`src/rtl/timer_csr_master.sv`:
```
// timer_csr_master: host command stream to tick-timer CSR strobes, with optional
// autonomous interrupt acknowledge (read CONTROL, write back with IP cleared).
module timer_csr_master #(
   parameter bit          AUTO_ACK    = 1'b1,
   parameter int unsigned ACK_HOLDOFF = 8
) (
   input  logic        clk_i,
   input  logic        rst_i,
   input  logic        cmd_valid_i,
   output logic        cmd_ready_o,
   input  logic        cmd_write_i,
   input  logic [1:0]  cmd_addr_i,
   input  logic [31:0] cmd_wdata_i,
   output logic        rsp_valid_o,
   input  logic        rsp_ready_i,
   output logic [31:0] rsp_rdata_o,
   output logic        csr_re_o,
   output logic        csr_we_o,
   output logic [1:0]  csr_addr_o,
   output logic [31:0] csr_wdata_o,
   input  logic [31:0] csr_rdata_i,
   input  logic        intr_i,
   output logic [31:0] tick_cnt_o,
   output logic        tick_pulse_o,
   output logic        busy_o
);

   typedef enum logic [2:0] {
      S_IDLE,
      S_CMD,
      S_RSP,
      S_IRD,
      S_IWR
   } state_t;

   state_t      r_state, w_state_nxt;
   logic [7:0]  r_holdoff, w_holdoff_nxt;
   logic        r_csr_re, w_csr_re_nxt;
   logic        r_csr_we, w_csr_we_nxt;
   logic [1:0]  r_csr_addr, w_csr_addr_nxt;
   logic [31:0] r_csr_wdata, w_csr_wdata_nxt;
   logic        r_rsp_valid, w_rsp_valid_nxt;
   logic [31:0] r_rsp_rdata, w_rsp_rdata_nxt;
   logic [31:0] r_tick_cnt, w_tick_cnt_nxt;
   logic        r_tick_pulse, w_tick_pulse_nxt;
   logic        w_irq_take;

   assign w_irq_take   = AUTO_ACK && intr_i && (r_holdoff == 8'd0);
   assign cmd_ready_o  = (r_state == S_IDLE) && !w_irq_take;
   assign busy_o       = (r_state != S_IDLE);
   assign csr_re_o     = r_csr_re;
   assign csr_we_o     = r_csr_we;
   assign csr_addr_o   = r_csr_addr;
   assign csr_wdata_o  = r_csr_wdata;
   assign rsp_valid_o  = r_rsp_valid;
   assign rsp_rdata_o  = r_rsp_rdata;
   assign tick_cnt_o   = r_tick_cnt;
   assign tick_pulse_o = r_tick_pulse;

   // State and registered-output update
   always_ff @(posedge clk_i or posedge rst_i) begin
      if (rst_i) begin
         r_state      <= S_IDLE;
         r_holdoff    <= '0;
         r_csr_re     <= 1'b0;
         r_csr_we     <= 1'b0;
         r_csr_addr   <= '0;
         r_csr_wdata  <= '0;
         r_rsp_valid  <= 1'b0;
         r_rsp_rdata  <= '0;
         r_tick_cnt   <= '0;
         r_tick_pulse <= 1'b0;
      end else begin
         r_state      <= w_state_nxt;
         r_holdoff    <= w_holdoff_nxt;
         r_csr_re     <= w_csr_re_nxt;
         r_csr_we     <= w_csr_we_nxt;
         r_csr_addr   <= w_csr_addr_nxt;
         r_csr_wdata  <= w_csr_wdata_nxt;
         r_rsp_valid  <= w_rsp_valid_nxt;
         r_rsp_rdata  <= w_rsp_rdata_nxt;
         r_tick_cnt   <= w_tick_cnt_nxt;
         r_tick_pulse <= w_tick_pulse_nxt;
      end
   end

   // Next-state and next registered-output values
   always_comb begin
      w_state_nxt      = r_state;
      w_holdoff_nxt    = (r_holdoff != 8'd0) ? r_holdoff - 8'd1 : 8'd0;
      w_csr_re_nxt     = 1'b0;
      w_csr_we_nxt     = 1'b0;
      w_csr_addr_nxt   = r_csr_addr;
      w_csr_wdata_nxt  = r_csr_wdata;
      w_rsp_valid_nxt  = r_rsp_valid;
      w_rsp_rdata_nxt  = r_rsp_rdata;
      w_tick_cnt_nxt   = r_tick_cnt;
      w_tick_pulse_nxt = 1'b0;
      case (r_state)
         S_IDLE: begin
            if (w_irq_take) begin
               w_state_nxt    = S_IRD;
               w_csr_re_nxt   = 1'b1;
               w_csr_addr_nxt = 2'b00;
            end else if (cmd_valid_i) begin
               w_state_nxt     = S_CMD;
               w_csr_re_nxt    = !cmd_write_i;
               w_csr_we_nxt    = cmd_write_i;
               w_csr_addr_nxt  = cmd_addr_i;
               w_csr_wdata_nxt = cmd_write_i ? cmd_wdata_i : '0;
            end
         end
         S_CMD: begin
            w_rsp_rdata_nxt = r_csr_re ? csr_rdata_i : '0;
            w_rsp_valid_nxt = 1'b1;
            w_state_nxt     = S_RSP;
         end
         S_RSP: begin
            if (rsp_ready_i) begin
               w_rsp_valid_nxt = 1'b0;
               w_state_nxt     = S_IDLE;
            end
         end
         S_IRD: begin
            // the write-data register doubles as ctrl_q: IE/mode kept, IP forced to 0
            w_csr_we_nxt    = 1'b1;
            w_csr_addr_nxt  = 2'b00;
            w_csr_wdata_nxt = {28'h0, 1'b0, csr_rdata_i[2:0]};
            w_state_nxt     = S_IWR;
         end
         S_IWR: begin
            w_tick_cnt_nxt   = r_tick_cnt + 32'd1;
            w_tick_pulse_nxt = 1'b1;
            w_holdoff_nxt    = 8'(ACK_HOLDOFF);
            w_state_nxt      = S_IDLE;
         end
         default: w_state_nxt = S_IDLE;
      endcase
   end

endmodule
```
`config.mk`:
```
export PLATFORM = sky130hd
export DESIGN_NAME = timer_csr_master
export DESIGN_NICKNAME = d
export VERILOG_FILES = /design/src/rtl/timer_csr_master.sv
export SDC_FILE = /design/constraint.sdc
export NUM_CORES = 1
export LEC_CHECK = 0
export CORE_ASPECT_RATIO = 0.6
export CORE_MARGIN = 2
export CORE_UTILIZATION = 45
export CTS_BUF_LIST = sky130_fd_sc_hd__clkbuf_16
export DETAILED_ROUTE_END_ITERATION = 12
export PLACE_DENSITY = 0.91
export SYNTH_ARGS = -nofsm -noshare
export SYNTH_HDL_FRONTEND = slang
export SYNTH_SLANG_ARGS = --single-unit
```
`constraint.sdc`:
```
create_clock -name clk_i -period 11.25 [get_ports clk_i]
set_clock_uncertainty 0.1 [all_clocks]
set_input_delay 3.375 -clock clk_i [delete_from_list [all_inputs] [get_ports clk_i]]
set_output_delay 3.375 -clock clk_i [all_outputs]
set_load 0.02 [all_outputs]
```
==> run metrics, run 1 <==
Root Driver=clkbuf_16; CTS tree=yes; P per Cell Area=242 nW/um2; worst-path cell chain=clkdlybuf4s50_1 -> and4bb_1 -> a21oi_1 -> clkdlybuf4s50_1; dpl ws=about 3000 ps; global-route wire length before repair=21.1 mm; Pre-Repair DR Iteration Count=4; Synth area leaders=dfrtp_1, nand2_1, nand3_1; clock power share=roughly 29%; Setup crit start kind=input port; setup TNS=0 ps; Initial Util=46.1%; Worst-path clk slew=50 ps; RSZ-0062 raised after global routing=false; P_leak=0.00303 uW; chip height=84.4 um; initial antenna violation count=0; Setup Fix Bufs, Post-CTS=0; Final min period=8310 ps; cell count after synthesis=492; DR vias/cell=5.11; crit-path max FO=5; n_diodes=0; combinational power share=a little over a third; chip width=138 um; Hold WC Path Type=flop to flop; Post-synth EDFFs=0; Syn Area/Cell=9.86 um2; most frequent cells in the layout=clkdlybuf4s50_1, nand2_1, dfrtp_1, nand3_1, a21oi_1; Mapped Nets=roughly 570; CTS Sinks=113; # hold bufs at CTS=0; largest net degree at the start of global routing=65; Placed Cells=783; final hold vios=0; most common cell after layout, fill and taps aside=clkdlybuf4s50_1; grt ovf=0; crit end category=output pin; gp weighted congestion=0.825; Switching Fraction=35.6%; max_cap viols=0; TritonCTS buffer count=17; post-synthesis cell type count=40; ANT nets after route=0; num rows=29; worst-margin pin slew=1160 ps; post-route insts no fill=814; fraction of layout instances using a drive strength above 1=6.52%; Tot GR Track Use=a little under a quarter; sequential power share=35.2%; dominant synthesized flop cell=dfrtp_1; initial drt markers=209; nets=738; Ys Warns=0; Final WS setup=2940 ps; status=completed; Worst path max stage delay=620 ps; vias in the first global route=4188; final wirelength=approximately 13 mm; critical path arrival=4840 ps; critical path class=input port to output pin; die area=roughly 12000 um2; final core occ=between 60% and 70%; Pins Over Slew Limit=0; area grow syn2layout=48.6%; vias=between 4000 and 5000; top cell type's share of synthesized area=roughly 58%; Cell Area, Synth=about 4900 um2; Longest Clk Path Bufs=2; H-tree levels=4; Max VDD drop=around 0.16 mV; CTS resizes=0; Required @ worst endpoint=7780 ps; filler instances=~750; CP most frequent cell=clkdlybuf4s50_1; core area=about 11000 um2; Post-route DRC=0; clock latency on the worst-skew pair=400 ps; Yosys reg bits=between 100 and 150; setup violators final=0; Period Utilization, post-route=73.9%; Yosys top cell by area=dfrtp_1; hpwl dp=8.85 mm; slowest CP cell=clkdlybuf4s50_1; Seq/Total Area, Yosys=between 50% and 60%; Net Sw Power=620 uW; Fmax=0.120 GHz; WL per Instance=15.5 um; port bufs=175; I/O pin count=176; Slew HR=around 22%; Post-synth ARST share=100%; internal cell power=1120 uW
[power groups by stage]
stage / registers, uW / logic [uW] / clock network, uW
final: 614 / 626 / 503
after floorplan: 720 / 235 / 0
after global routing: 630 / 677 / 530
after detailed placement: 619 / 630 / 0
after CTS: 614 / 633 / 510
after global placement: 610 / 611 / 0
[per-layer routing]
| metal | vias to the layer above | part of all wire [%] | GRT usage (%) |
|---|---|---|---|
| met4 | 0 | 1.9 | 8.91 |
| met5 | - | 0 | 0 |
| met3 | 19 | 7.2 | 8.44 |
| met2 | 127 | 48 | 36.2 |
| met1 | 2009 | 43 | 28.1 |
| li1 | 2004 | - | - |
[Yosys cell counts, types with 2 or more instances]
cell type	instances
a21oi_1	36
and2_1	2
and3_1	3
and4_1	2
buf_2	8
buf_4	3
buf_6	3
clkbuf_1	10
dfrtp_1	113
ha_1	3
inv_1	5
nand2_1	123
nand2b_1	3
nand3_1	49
nand4_1	14
nor2_1	17
nor3_1	3
nor4_1	3
nor4_2	2
o21ai_0	35
or2_2	2
xnor2_1	26
xor2_1	10
[area by class of cell]
cell class                 count  area (um2)  share of cell area (%)
clock buffer                  17         425                    5.90
tap                          139         174                    2.41
inverter                       6        25.0                   0.347
clock inverter                14         125                    1.74
multi-input combinational    348        1870                    25.9
sequential                   113        2830                    39.2
timing repair buffer         177        1770                    24.5
[worst max-delay path, delay by kind of cell]
family	cells	cell delay, ps
simple gates	1	260
compound gates	1	160
buf+inv	2	1030
[registers in the layout, indices dropped and copies added (netlist names)]
| name | cells |
|---|---|
| csr_addr_o | 2 |
| rsp_valid_o | 1 |
| csr_re_o | 1 |
| csr_we_o | 1 |
| tick_pulse_o | 1 |
| r_state | 3 |
| csr_wdata_o | 32 |
| rsp_rdata_o | 32 |
| r_holdoff | 8 |
| tick_cnt_o | 32 |
[cells by family (layout without fill, tap and decap cells)]
family,count (synthesis),after routing,share of synthesized area [%]
flip-flops,113,113,58.3
AND/OR/NAND/NOR,232,232,22.8
buffers and inverters,31,214,3.30
XOR/XNOR,36,36,6.50
adder cells (fa/ha/maj),3,3,0.774
AO/OA/AOI/OAI,77,77,8.33
[metrics by stage]
step	instance area (um2)	hold slack, ps	power (uW)
after global placement	6660	362	1220
after global routing	7210	396	1840
after floorplan	4850	366	955
final	7210	375	1740
after detailed placement	6660	372	1250
after CTS	7210	381	1760
[path summary, 6_finish.rpt]
path                                start               to  slack, ps  cells after the start
setup / recovery                   intr_i      cmd_ready_o       2940                      4
hold / removal             tick_cnt_o[31]   tick_cnt_o[31]        370                      1
max in group asynchronous           rst_i   rsp_rdata_o[1]       6460                      3
setup reg to reg               r_state[2]  csr_wdata_o[18]       8840                      4
hold reg to reg            tick_cnt_o[31]   tick_cnt_o[31]        370                      1
min in group asynchronous           rst_i  rsp_rdata_o[18]       3320                      2
(Power assumes the default switching activity.)
==> inputs of run 2 (changes only) <==
Settings changed: CORE_UTILIZATION 45 to 40, PLACE_DENSITY 0.91 to 0.86.
Clock period 11.25 ns to 7.53 ns, I/O delays scaled along.
==> run metrics, run 2 (synthesized netlist as in run 1, its figures left out) <==
chip height=89.3 um (+5.8%); num rows=31 (+6.9%); worst-path cell chain=clkdlybuf4s50_1 -> and4bb_1 -> a21oi_1 -> clkdlybuf4s50_1; Setup Fix Bufs, Post-CTS=0 (unchanged); Fmax=0.165 GHz; most frequent cells in the layout=clkdlybuf4s50_1, nand2_1, dfrtp_1, nand3_1, a21oi_1; core area=11900 um2 (+14%); port bufs=175 (unchanged); worst-margin pin slew=1180 ps (+10.9 ps); fraction of layout instances using a drive strength above 1=6.66% (+0.14 points); setup violators final=0 (unchanged); area grow syn2layout=49.7%; final core occ=60.8% (-7.7 points); I/O pin count=176 (unchanged); initial drt markers=252 (+21%); largest net degree at the start of global routing=65 (unchanged); vias=4176 (+0.41%); P per Cell Area=361 nW/um2 (+49%); crit end category=output pin; cell family contributing the most delay on the critical path=buffers and inverters; status=completed; final hold vios=0 (unchanged); # hold bufs at CTS=0 (unchanged); Worst-path clk slew=60 ps (about the same); most common cell after layout, fill and taps aside=clkdlybuf4s50_1; CP Buf/Inv Count=2 (unchanged); Period Utilization, post-route=80.6%; Slew HR=21.4% (-0.73 points); n_diodes=0 (unchanged); Setup crit start kind=input port; Required @ worst endpoint=5170 ps (-2610 ps); Longest Clk Path Bufs=2 (unchanged); CTS Sinks=113 (unchanged); hpwl dp=8.95 mm (+1.0%); power consumption=2620 uW (+50%); ANT nets after route=0 (unchanged); nets=738 (unchanged); post-route insts no fill=841 (+3.3%); Final min period=6070 ps; Pre-Repair DR Iteration Count=4 (unchanged); filler instances=987 (+31%); Hold Slack=372 ps (-2.51 ps); CTS resizes=0 (unchanged); max_cap viols=0 (unchanged); TritonCTS buffer count=17 (unchanged); chip width=146 um (+5.9%); global-route wire length before repair=20.3 mm (-3.7%); grt ovf=0 (unchanged); Root Driver=clkbuf_16; DR vias/cell=4.97 (-2.8%); slowest CP cell=clkdlybuf4s50_1; Initial Util=40.6% (-5.5 points); Placed Cells=809 (+3.3%); gp weighted congestion=0.822 (-0.44%); critical path arrival=3710 ps (-1130 ps); setup TNS=0 ps (unchanged); die area=13100 um2 (+12%); clock latency on the worst-skew pair=400 ps (about the same); Pins Over Slew Limit=0 (unchanged); Worst path max stage delay=620 ps (about the same); P_leak=0.00303 uW (about the same); crit-path max FO=5 (unchanged); critical path class=input port to output pin; Tot GR Track Use=19.8% (-2.7 points); Hold WC Path Type=flop to flop; vias in the first global route=4082 (-2.5%); CP most frequent cell=clkdlybuf4s50_1; RSZ-0062 raised after global routing=false; final wirelength=12.8 mm (+1.1%); WL per Instance=15.2 um (-2.2%); Post-route DRC=0 (unchanged); initial antenna violation count=0 (unchanged); Max VDD drop=0.207 mV (+31%); CTS tree=yes; H-tree levels=4 (unchanged)
-- run 2: cell types whose count changed in the layout (fill, tap and decap cells not counted), sizes merged --
| cell | change |
|---|---|
| clkinvlp | +2 |
| clkinv | -1 |
-- run 2: worst paths after layout --
kind	from	end	slack (ps)	cells after the start
max	intr_i	cmd_ready_o	1460	4
min	tick_cnt_o[31]	tick_cnt_o[31]	370	1
max reg2reg	r_state[2]	csr_wdata_o[10]	5080	4
min reg2reg	tick_cnt_o[31]	tick_cnt_o[31]	370	1
max in group asynchronous	rst_i	csr_wdata_o[0]	3880	3
min in group asynchronous	rst_i	tick_cnt_o[7]	2210	2
-- run 2: per-stage QoR --
| step | area (um2) | setup WS [ps] |
|---|---|---|
| global route | 7260 | 1410 |
| finish | 7260 | 1460 |
| detailed placement | 6690 | 1480 |
| floorplan | 4850 | 2180 |
| global placement | 6690 | 1470 |
| CTS | 7260 | 1460 |
-- run 2: cell type report --
cell class	instances	area [um2]	area share, %
flip-flops and latches	113	2830	38.9
multi-input cells	348	1870	25.7
repair buffers	177	1770	24.3
clock buffers	17	425	5.86
well taps	165	206	2.84
clock inverters	15	146	2.02
inverters	6	25.0	0.344
-- run 2: where the power goes --
group / switching [uW] / total, uW / internal (uW) / leakage [uW]
clock: 283 / 765 / 483 / 0.000269
combinational: 514 / 934 / 420 / 0.00124
sequential: 138 / 919 / 782 / 0.00152
-- run 2: metal layers --
metal	global-route usage, %	share of wire, %	up-vias
met5	0	0	-
met4	7.50	0.93	0
met3	6.28	6.7	13
met2	31.6	47	127
met1	25.9	45	2028
li1	-	-	2008
==> inputs of run 3 (changes only) <==
Clock period 7.53 ns to 5.5 ns, I/O delays scaled along.
==> run metrics, run 3 (synthesized netlist as in run 1, its figures left out) <==
global-route wire length before repair=20.9 mm (+2.9%); core area=11900 um2 (unchanged); filler instances=976 (-1.1%); Longest Clk Path Bufs=2 (unchanged); grt ovf=0 (unchanged); Max VDD drop=0.227 mV (+9.9%); post-route insts no fill=842 (+0.12%); critical path arrival=3080 ps (-630 ps); setup TNS=0 ps (unchanged); Root Driver=clkbuf_16; Setup crit start kind=input port; Period Utilization, post-route=87.9%; most common cell after layout, fill and taps aside=clkdlybuf4s50_1; worst-margin pin slew=1250 ps (+72.5 ps); FF/Latch Area=2830 um2 (unchanged); gp weighted congestion=0.802 (-2.4%); Pre-Repair DR Iteration Count=4 (unchanged); status=completed; n_diodes=0 (unchanged); initial antenna violation count=0 (unchanged); final core occ=61.2% (+0.44 points); # hold bufs at CTS=0 (unchanged); largest net degree at the start of global routing=65 (unchanged); Initial Util=40.6% (unchanged); Final WS setup=668 ps (-791 ps); initial drt markers=196 (-22%); Required @ worst endpoint=3750 ps (-1420 ps); crit-path max FO=5 (unchanged); hpwl dp=9.25 mm (+3.4%); Final min period=about 4800 ps; critical path class=input port to output pin; dpl ws=673 ps (-809 ps); area grow syn2layout=50.8%; CTS Sinks=113 (unchanged); CP most frequent cell=clkdlybuf4s50_1; final hold vios=0 (unchanged); RSZ-0062 raised after global routing=false; TritonCTS buffer count=17 (unchanged); DR vias/cell=5.05 (+1.7%); max_cap viols=0 (unchanged); Placed Cells=810 (+0.12%); Worst-path clk slew=60 ps (about the same); worst-path cell chain=clkdlybuf4s50_1 -> and4bb_1 -> a21oi_1 -> clkdlybuf4s50_1; Fmax=0.207 GHz; final wirelength=13.1 mm (+2.3%); P per Cell Area=504 nW/um2 (+40%); crit end category=output pin; vias=4251 (+1.8%); CTS tree=yes; fraction of layout instances using a drive strength above 1=6.79% (+0.14 points); I/O pin count=176 (unchanged); WL per Instance=15.5 um (+2.2%); setup violators final=0 (unchanged); num rows=31 (unchanged); slowest CP cell=clkdlybuf4s50_1; most frequent cells in the layout=clkdlybuf4s50_1, nand2_1, dfrtp_1, nand3_1, a21oi_1; ANT nets after route=0 (unchanged); chip width=146 um (unchanged); vias in the first global route=4220 (+3.4%); port bufs=175 (unchanged); chip height=89.3 um (unchanged); Setup Fix Bufs, Post-CTS=0 (unchanged); CTS resizes=0 (unchanged); Hold WC Path Type=flop to flop; P_leak=0.00306 uW (+0.97%); multi-input logic area=1870 um2 (unchanged); Worst path max stage delay=620 ps (about the same); die area=13100 um2 (unchanged); H-tree levels=4 (unchanged); Post-route DRC=0 (unchanged); Slew HR=16.5% (-4.8 points); Tot GR Track Use=20.5% (+0.66 points); Pins Over Slew Limit=0 (unchanged); clock latency on the worst-skew pair=400 ps (about the same); nets=739 (+0.14%)
run 3: cell types whose count changed in the layout (fill, tap and decap cells not counted), sizes merged:
cell	previous run	this run
buf	2	3
bufinv	2	4
clkinvlp	5	3
run 3: worst paths after layout:
path	startpoint	to	slack [ps]	cells after the start
hold reg to reg	tick_cnt_o[31]	tick_cnt_o[31]	370	1
setup reg to reg	r_state[2]	csr_wdata_o[19]	3100	4
max in group asynchronous	rst_i	csr_wdata_o[0]	2830	3
min in group asynchronous	rst_i	tick_cnt_o[3]	1580	2
hold / removal	tick_cnt_o[31]	tick_cnt_o[31]	370	1
setup / recovery	intr_i	cmd_ready_o	670	4
run 3: area by class of cell:
class                           count  area share [%]
Timing Repair Buffer              178            24.2
Sequential cell                   113            38.6
Inverter                            6           0.342
Multi-Input combinational cell    348            25.5
Tap cell                          165            2.82
Clock buffer                       17            5.81
Clock inverter                     15            2.62
run 3: critical path: cells and delay by family:
family / cells / cell delay, ps
simple gates: 1 / 250
compound gates: 1 / 160
buf+inv: 2 / 1010
run 3: metal layers:
metal	share of wire (%)	GRT usage (%)	routed length [um]	vias up
met4	1.8	8.56	231	0
met1	44	25.4	5700	2080
met2	48	34.3	6320	146
met5	0	0	0	-
li1	-	-	-	2003
met3	6.1	6.28	802	22
run 3: through the flow:
stage | area [um2] | hold WS [ps] | total power [uW]
floorplan | 4850 | 366 | 1950
global placement | 6700 | 362 | 2500
detailed placement | 6700 | 370 | 2560
CTS | 7320 | 374 | 3720
global route | 7320 | 386 | 3890
finish | 7320 | 369 | 3690
run 3: report_power, final:
part	internal (uW)	switching [uW]	total, uW
logic	575	708	1280
registers	1070	187	1260
clock network	754	392	1150
